<file path="src/rtl/mem_wb_stage_pkg.sv">
// ---------------------------------------------------------------------------
// mem_wb_stage_pkg
// Shared constants for the MEM/WB pipeline stage.
//   DATA_W_DEF      default data path width
//   REG_ADDR_W_DEF  default register-file address width
//   CNT_W_DEF       default retired-instruction counter width
//   REG_ZERO        architectural zero register (never written)
//   WB_SEL_ALU/MEM  write-back source select encodings
// ---------------------------------------------------------------------------
package mem_wb_stage_pkg;

    localparam int DATA_W_DEF     = 32;
    localparam int REG_ADDR_W_DEF = 5;
    localparam int CNT_W_DEF      = 32;

    localparam logic [4:0] REG_ZERO = 5'd0;

    localparam logic WB_SEL_ALU = 1'b0;
    localparam logic WB_SEL_MEM = 1'b1;

endpackage : mem_wb_stage_pkg

</file>
<file path="src/rtl/pipe_reg.sv">
// ---------------------------------------------------------------------------
// pipe_reg
// Generic W-bit pipeline register.
//   Clk    rising-edge clock
//   Rst_n  asynchronous active-low reset, clears Q to 0
//   En     load D on the next edge
//   Clr    clear Q to 0 on the next edge (wins over En)
//   D      next value
//   Q      registered value
// ---------------------------------------------------------------------------
module pipe_reg #(
    parameter int W = 8
) (
    input  logic         Clk,
    input  logic         Rst_n,
    input  logic         En,
    input  logic         Clr,
    input  logic [W-1:0] D,
    output logic [W-1:0] Q
);

    logic [W-1:0] r_q;

    always_ff @(posedge Clk or negedge Rst_n) begin
        if (!Rst_n) begin
            r_q <= '0;
        end else if (Clr) begin
            r_q <= '0;
        end else if (En) begin
            r_q <= D;
        end
    end

    assign Q = r_q;

endmodule : pipe_reg

</file>
<file path="src/rtl/mem_wb_stage.sv">
// ---------------------------------------------------------------------------
// mem_wb_stage
// MEM/WB pipeline register with write-back select and retired counter.
// Inputs (from the memory stage):
//   Clk, Rst_n          clock, asynchronous active-low reset
//   ValidIn             slot holds a real instruction
//   StallIn / FlushIn   hold the stage / insert a bubble (flush wins)
//   RegWriteIn          register-file write enable
//   MemToRegIn          1 = write back load data, 0 = ALU result
//   ALUIn, DataMemIn    ALU result and load data
//   DestinationRegIn    destination register number
// Outputs (to register file and forwarding bus):
//   ValidOut, RegWriteOut, DestinationRegOut, WriteDataOut
//   RetiredCountOut     instructions accepted into the stage (wraps)
// ---------------------------------------------------------------------------
module mem_wb_stage
    import mem_wb_stage_pkg::*;
#(
    parameter int DATA_W     = DATA_W_DEF,
    parameter int REG_ADDR_W = REG_ADDR_W_DEF,
    parameter int CNT_W      = CNT_W_DEF
) (
    input  logic                  Clk,
    input  logic                  Rst_n,
    input  logic                  ValidIn,
    input  logic                  StallIn,
    input  logic                  FlushIn,
    input  logic                  RegWriteIn,
    input  logic                  MemToRegIn,
    input  logic [DATA_W-1:0]     ALUIn,
    input  logic [DATA_W-1:0]     DataMemIn,
    input  logic [REG_ADDR_W-1:0] DestinationRegIn,
    output logic                  ValidOut,
    output logic                  RegWriteOut,
    output logic [REG_ADDR_W-1:0] DestinationRegOut,
    output logic [DATA_W-1:0]     WriteDataOut,
    output logic [CNT_W-1:0]      RetiredCountOut
);

    localparam int BUNDLE_W = 3 + REG_ADDR_W + 2 * DATA_W;

    logic                  w_reg_write_qual;
    logic                  w_load;
    logic [BUNDLE_W-1:0]   w_bundle_d;
    logic [BUNDLE_W-1:0]   w_bundle_q;
    logic                  w_valid_q;
    logic                  w_reg_write_q;
    logic                  w_mem_to_reg_q;
    logic [REG_ADDR_W-1:0] w_dest_q;
    logic [DATA_W-1:0]     w_alu_q;
    logic [DATA_W-1:0]     w_mem_q;
    logic [CNT_W-1:0]      r_retired_cnt;

    // Qualify the write enable before capture so the register file never
    // sees a write from a bubble or to the zero register.
    assign w_reg_write_qual = RegWriteIn & ValidIn &
                              (DestinationRegIn != REG_ADDR_W'(REG_ZERO));

    assign w_load = ~FlushIn & ~StallIn;

    assign w_bundle_d = {ValidIn, w_reg_write_qual, MemToRegIn,
                         DestinationRegIn, ALUIn, DataMemIn};

    pipe_reg #(
        .W (BUNDLE_W)
    ) u_bundle_reg (
        .Clk   (Clk),
        .Rst_n (Rst_n),
        .En    (~StallIn),
        .Clr   (FlushIn),
        .D     (w_bundle_d),
        .Q     (w_bundle_q)
    );

    assign {w_valid_q, w_reg_write_q, w_mem_to_reg_q,
            w_dest_q, w_alu_q, w_mem_q} = w_bundle_q;

    // Counter only advances when a real instruction is actually accepted;
    // flushes and stalls both hold it. Wraps modulo 2^CNT_W.
    always_ff @(posedge Clk or negedge Rst_n) begin
        if (!Rst_n) begin
            r_retired_cnt <= '0;
        end else if (w_load && ValidIn) begin
            r_retired_cnt <= r_retired_cnt + CNT_W'(1);
        end
    end

    assign ValidOut          = w_valid_q;
    assign RegWriteOut       = w_reg_write_q;
    assign DestinationRegOut = w_dest_q;
    assign WriteDataOut      = (w_mem_to_reg_q == WB_SEL_MEM) ? w_mem_q : w_alu_q;
    assign RetiredCountOut   = r_retired_cnt;

endmodule : mem_wb_stage
</file>
<file path="config.mk">
export PLATFORM = sky130hd
export DESIGN_NAME = mem_wb_stage
export DESIGN_NICKNAME = d
export VERILOG_FILES = /design/src/rtl/mem_wb_stage_pkg.sv /design/src/rtl/pipe_reg.sv /design/src/rtl/mem_wb_stage.sv
export SDC_FILE = /design/constraint.sdc
export NUM_CORES = 1
export LEC_CHECK = 0
export BUFFER_PORTS_ARGS = -buffer_cell sky130_fd_sc_hd__clkbuf_2
export CAP_MARGIN = 20
export CORE_MARGIN = 5
export CORE_UTILIZATION = 32
export CTS_CLUSTER_DIAMETER = 80
export DETAILED_ROUTE_END_ITERATION = 10
export HOLD_SLACK_MARGIN = 0.03
export PLACE_DENSITY = 0.65
export SLEW_MARGIN = 20
export SYNTH_ARGS = -nofsm -noshare
export SYNTH_HDL_FRONTEND = slang
export SYNTH_SLANG_ARGS = --single-unit
</file>
<file path="constraint.sdc">
create_clock -name Clk -period 1.8 [get_ports Clk]
set_input_delay 0.09 -clock Clk [delete_from_list [all_inputs] [get_ports Clk]]
set_output_delay 0.09 -clock Clk [all_outputs]
set_load 0.02 [all_outputs]
</file>
==> results.toml <==
[worst_setup_path]
cpPeakStageDelay_ns = 0.40
cp_max_fo = 25
path_buf_inv = 2
cp-end-kind = "output port"
crit_chain = "buf_4 -> mux2_2 -> clkbuf_2"
required_ns = 1.71
cp_slowest_cell = "mux2_2"
crit_start = "u_bundle_reg.Q[69]$_DFFE_PN0P_"
rr_startpoint = "RetiredCountOut[17]$_DFFE_PN0P_"
start_kind = "register"
critPathKind = "reg -> out"
arrival_ns = 1.62
r2r_setup_slack_ns = 0.12
r2r_end = "RetiredCountOut[31]$_DFFE_PN0P_"
path_delay_family = "buffers and inverters"
r2r_cells = 4

[floorplan]
io_pins = 147
die_area_um2 = 17680
rows = 45
start_util_pct = 32.18
fp.dieH_um = 133.0
dieWidth_um = 133.0
coreArea_um2 = 15030

[synth]
synth_top_cell_by_area = "dfrtp_1"
synthArstFlopShare_pct = 100.0
ys_warn_count = 0
yosys_register_bits = 104
syn_nets = 482
synth_enable_flop_cells = 0
syn-cell-area_um2 = 4838
syn_inst = 405
avgSynthCellArea_um2 = 11.95
synth.area.top_cells = "dfrtp_1 54%, mux2i_1 15%, mux2_2 7.7%, nor2_1 5.9%, xnor2_1 3.1%"
synth.distinct_cells = 30
synth_ff_type = "dfrtp_1"
yosysSeqAreaShare_pct = 53.79
synth_top_area_share_pct = 53.79

[drt]
drc = 0
postRouteAntennaNets = 0
dr_total_vias = 3802
wl_per_cell_um = 15.38
drtIter0Drc = 95
via_per_inst = 4.682
finalWirelength_mm = 12.49
firstDrtPassIters = 4

[layout]
fin_area_um2 = 6832
drive_above_1_share_pct = 35.74
mostFrequentLayoutCell = "clkbuf_2"
final_cell_mix = "144 x clkbuf_2, 102 x dfrtp_1, 76 x nor2_1"
antenna_cells = 0
layout.nets = 696
area_growth_pct = 41.19

[global_route]
gr-total-overflow = 0
grt_max_degree = 66
antenna_found_initial = 0
grt_pass1_vias = 4084
grt_usage_pct = 14.24
grt_pass1_wl_mm = 20.49

[clock_network]
h-tree-depth = 3
root_buffer = "clkbuf_16"
clk_latency_ns = 0.35
cts_sinks = 104
cts_setup_buffers = 0
clk_pin_slew_ns = 0.06
numCtsBuffers = 9
cts_buffer_depth = 2
cts_tree = "done"

[outcome]
outcome = "finished clean"

[sta]
fmax_mhz = 585.5
rsz0062_at_grt = "false"
timing.final.crit_share_pct = 94.88
clock_skew_ns = 0.005639
worst_pin_slew_ns = 0.6826
fin_crit_ns = 1.708
setup_viol = 0
setup-tns-final_ns = 0
finalHoldViolCount = 0
relSlewSlack_pct = 54.50
setup_ws_ns = 0.09209
timing.final.max_slew_violations = 0

[min_path]
whs_endpoint = "u_bundle_reg.Q[2]$_DFFE_PN0P_"
min_path_type = "in -> reg"
holdPathStages = 3
hp-start = "DataMemIn[2]"

[power_and_ir_drop]
p_per_area_nw_per_um2 = 818.2
swShare_pct = 25.83
switching_power_w = 0.001444
p_clk_share_pct = 37.0
vdd_drop_max_mv = 0.7446
p_total_w = 0.005590
intPower_w = 0.004146
p_leak_nw = 3.581
seqPwrFrac_pct = 46.3
p_comb_share_pct = 16.7

[place]
hpwlAfterDp_mm = 8.153
placed_area_um2 = 5794
pre_cts_slack_ns = 0.07672
portBuffers = 146
place.gp.congestion = 0.8366

[job]
max_cap_violations = 0
==> sequential cells by signal, summed over array words and instances (netlist names) <==
signal / flops
RetiredCountOut: 32
u_bundle_reg.Q: 72
==> how the worst max path moves through the flow <==
stage	slack, ns	depth (start not counted)	to
global placement	0.14	4	RetiredCountOut[31]$_DFFE_PN0P_
detailed placement	0.08	4	RetiredCountOut[31]$_DFFE_PN0P_
floorplan	0.03	4	RetiredCountOut[31]$_DFFE_PN0P_
CTS	0.06	3	WriteDataOut[20]
global route	0.002	4	RetiredCountOut[31]$_DFFE_PN0P_
finish	0.09	3	WriteDataOut[17]
==> power by group through the flow <==
| stage | clock (W) | sequential, W | combinational (W) |
|---|---|---|---|
| after floorplan | 0 | 0.00267 | 0.000435 |
| after global placement | 0 | 0.00262 | 0.000797 |
| after detailed placement | 0 | 0.00263 | 0.000813 |
| after CTS | 0.00214 | 0.00259 | 0.000936 |
| after global routing | 0.00224 | 0.00261 | 0.00102 |
| final | 0.00207 | 0.00259 | 0.000931 |
==> cells in the mapped netlist, drive strengths merged (2+ instances only) <==
master,number
nand4,9
or4,2
xnor2,17
inv,3
nor3,4
mux2i,71
and4,2
nand2,10
nor4,9
clkbuf,12
mux2,33
xor2,14
nand3,11
or2,2
buf,15
dfrtp,104
nor2,76
and3,6
==> worst register-to-register path, cell delays in order (launching register included) <==
cell	delay, ns
dfrtp_2	0.42
nand4_4	0.11
or4_4	0.61
nor4_4	0.28
xor2_1	0.18
==> stage by stage <==
stage	std cells	utilization (%)	hold slack, ns
after floorplan	405	-	-0.2056
after global placement	726	38.54	0.08143
after detailed placement	726	38.54	0.09679
after CTS	812	45.33	0.03329
after global routing	812	45.44	0.06037
final	812	45.44	0.03874
==> cells by family after synthesis <==
group	after synthesis	synth area share (%)
muxes	104	22.37
adders and majority gates	1	0.2586
AOI/OAI and AO/OA	2	0.2067
xor gates and xnor gates	31	5.612
DFF	104	53.79
and+or+nand+nor	133	14.53
buffers and inverters	30	3.232
==> final cells by class <==
type | instances | area, µm²
timing repair buffer | 230 | 1567
clock buffer | 14 | 284.0
sequential | 104 | 2605
inverter | 3 | 11.26
clock inverter | 2 | 35.03
tap | 188 | 235.2
fill | 1382 | 8202
multi-input combinational | 271 | 2095
==> metal layers <==
metal,global-route usage [%],up-vias,routed length (µm)
met5,0,-,0
met4,5.658,0,206
met3,3.308,12,697
met2,22.97,108,5925
met1,18.51,1870,5661
li1,-,1812,-
==> what timing repair did <==
action	CTS	global route
resized for setup	0	4
hold buffers	70	0
endpoints found under the hold margin	104	0
setup endpoints to repair	0	2
Power figures use the tool's default switching activity.
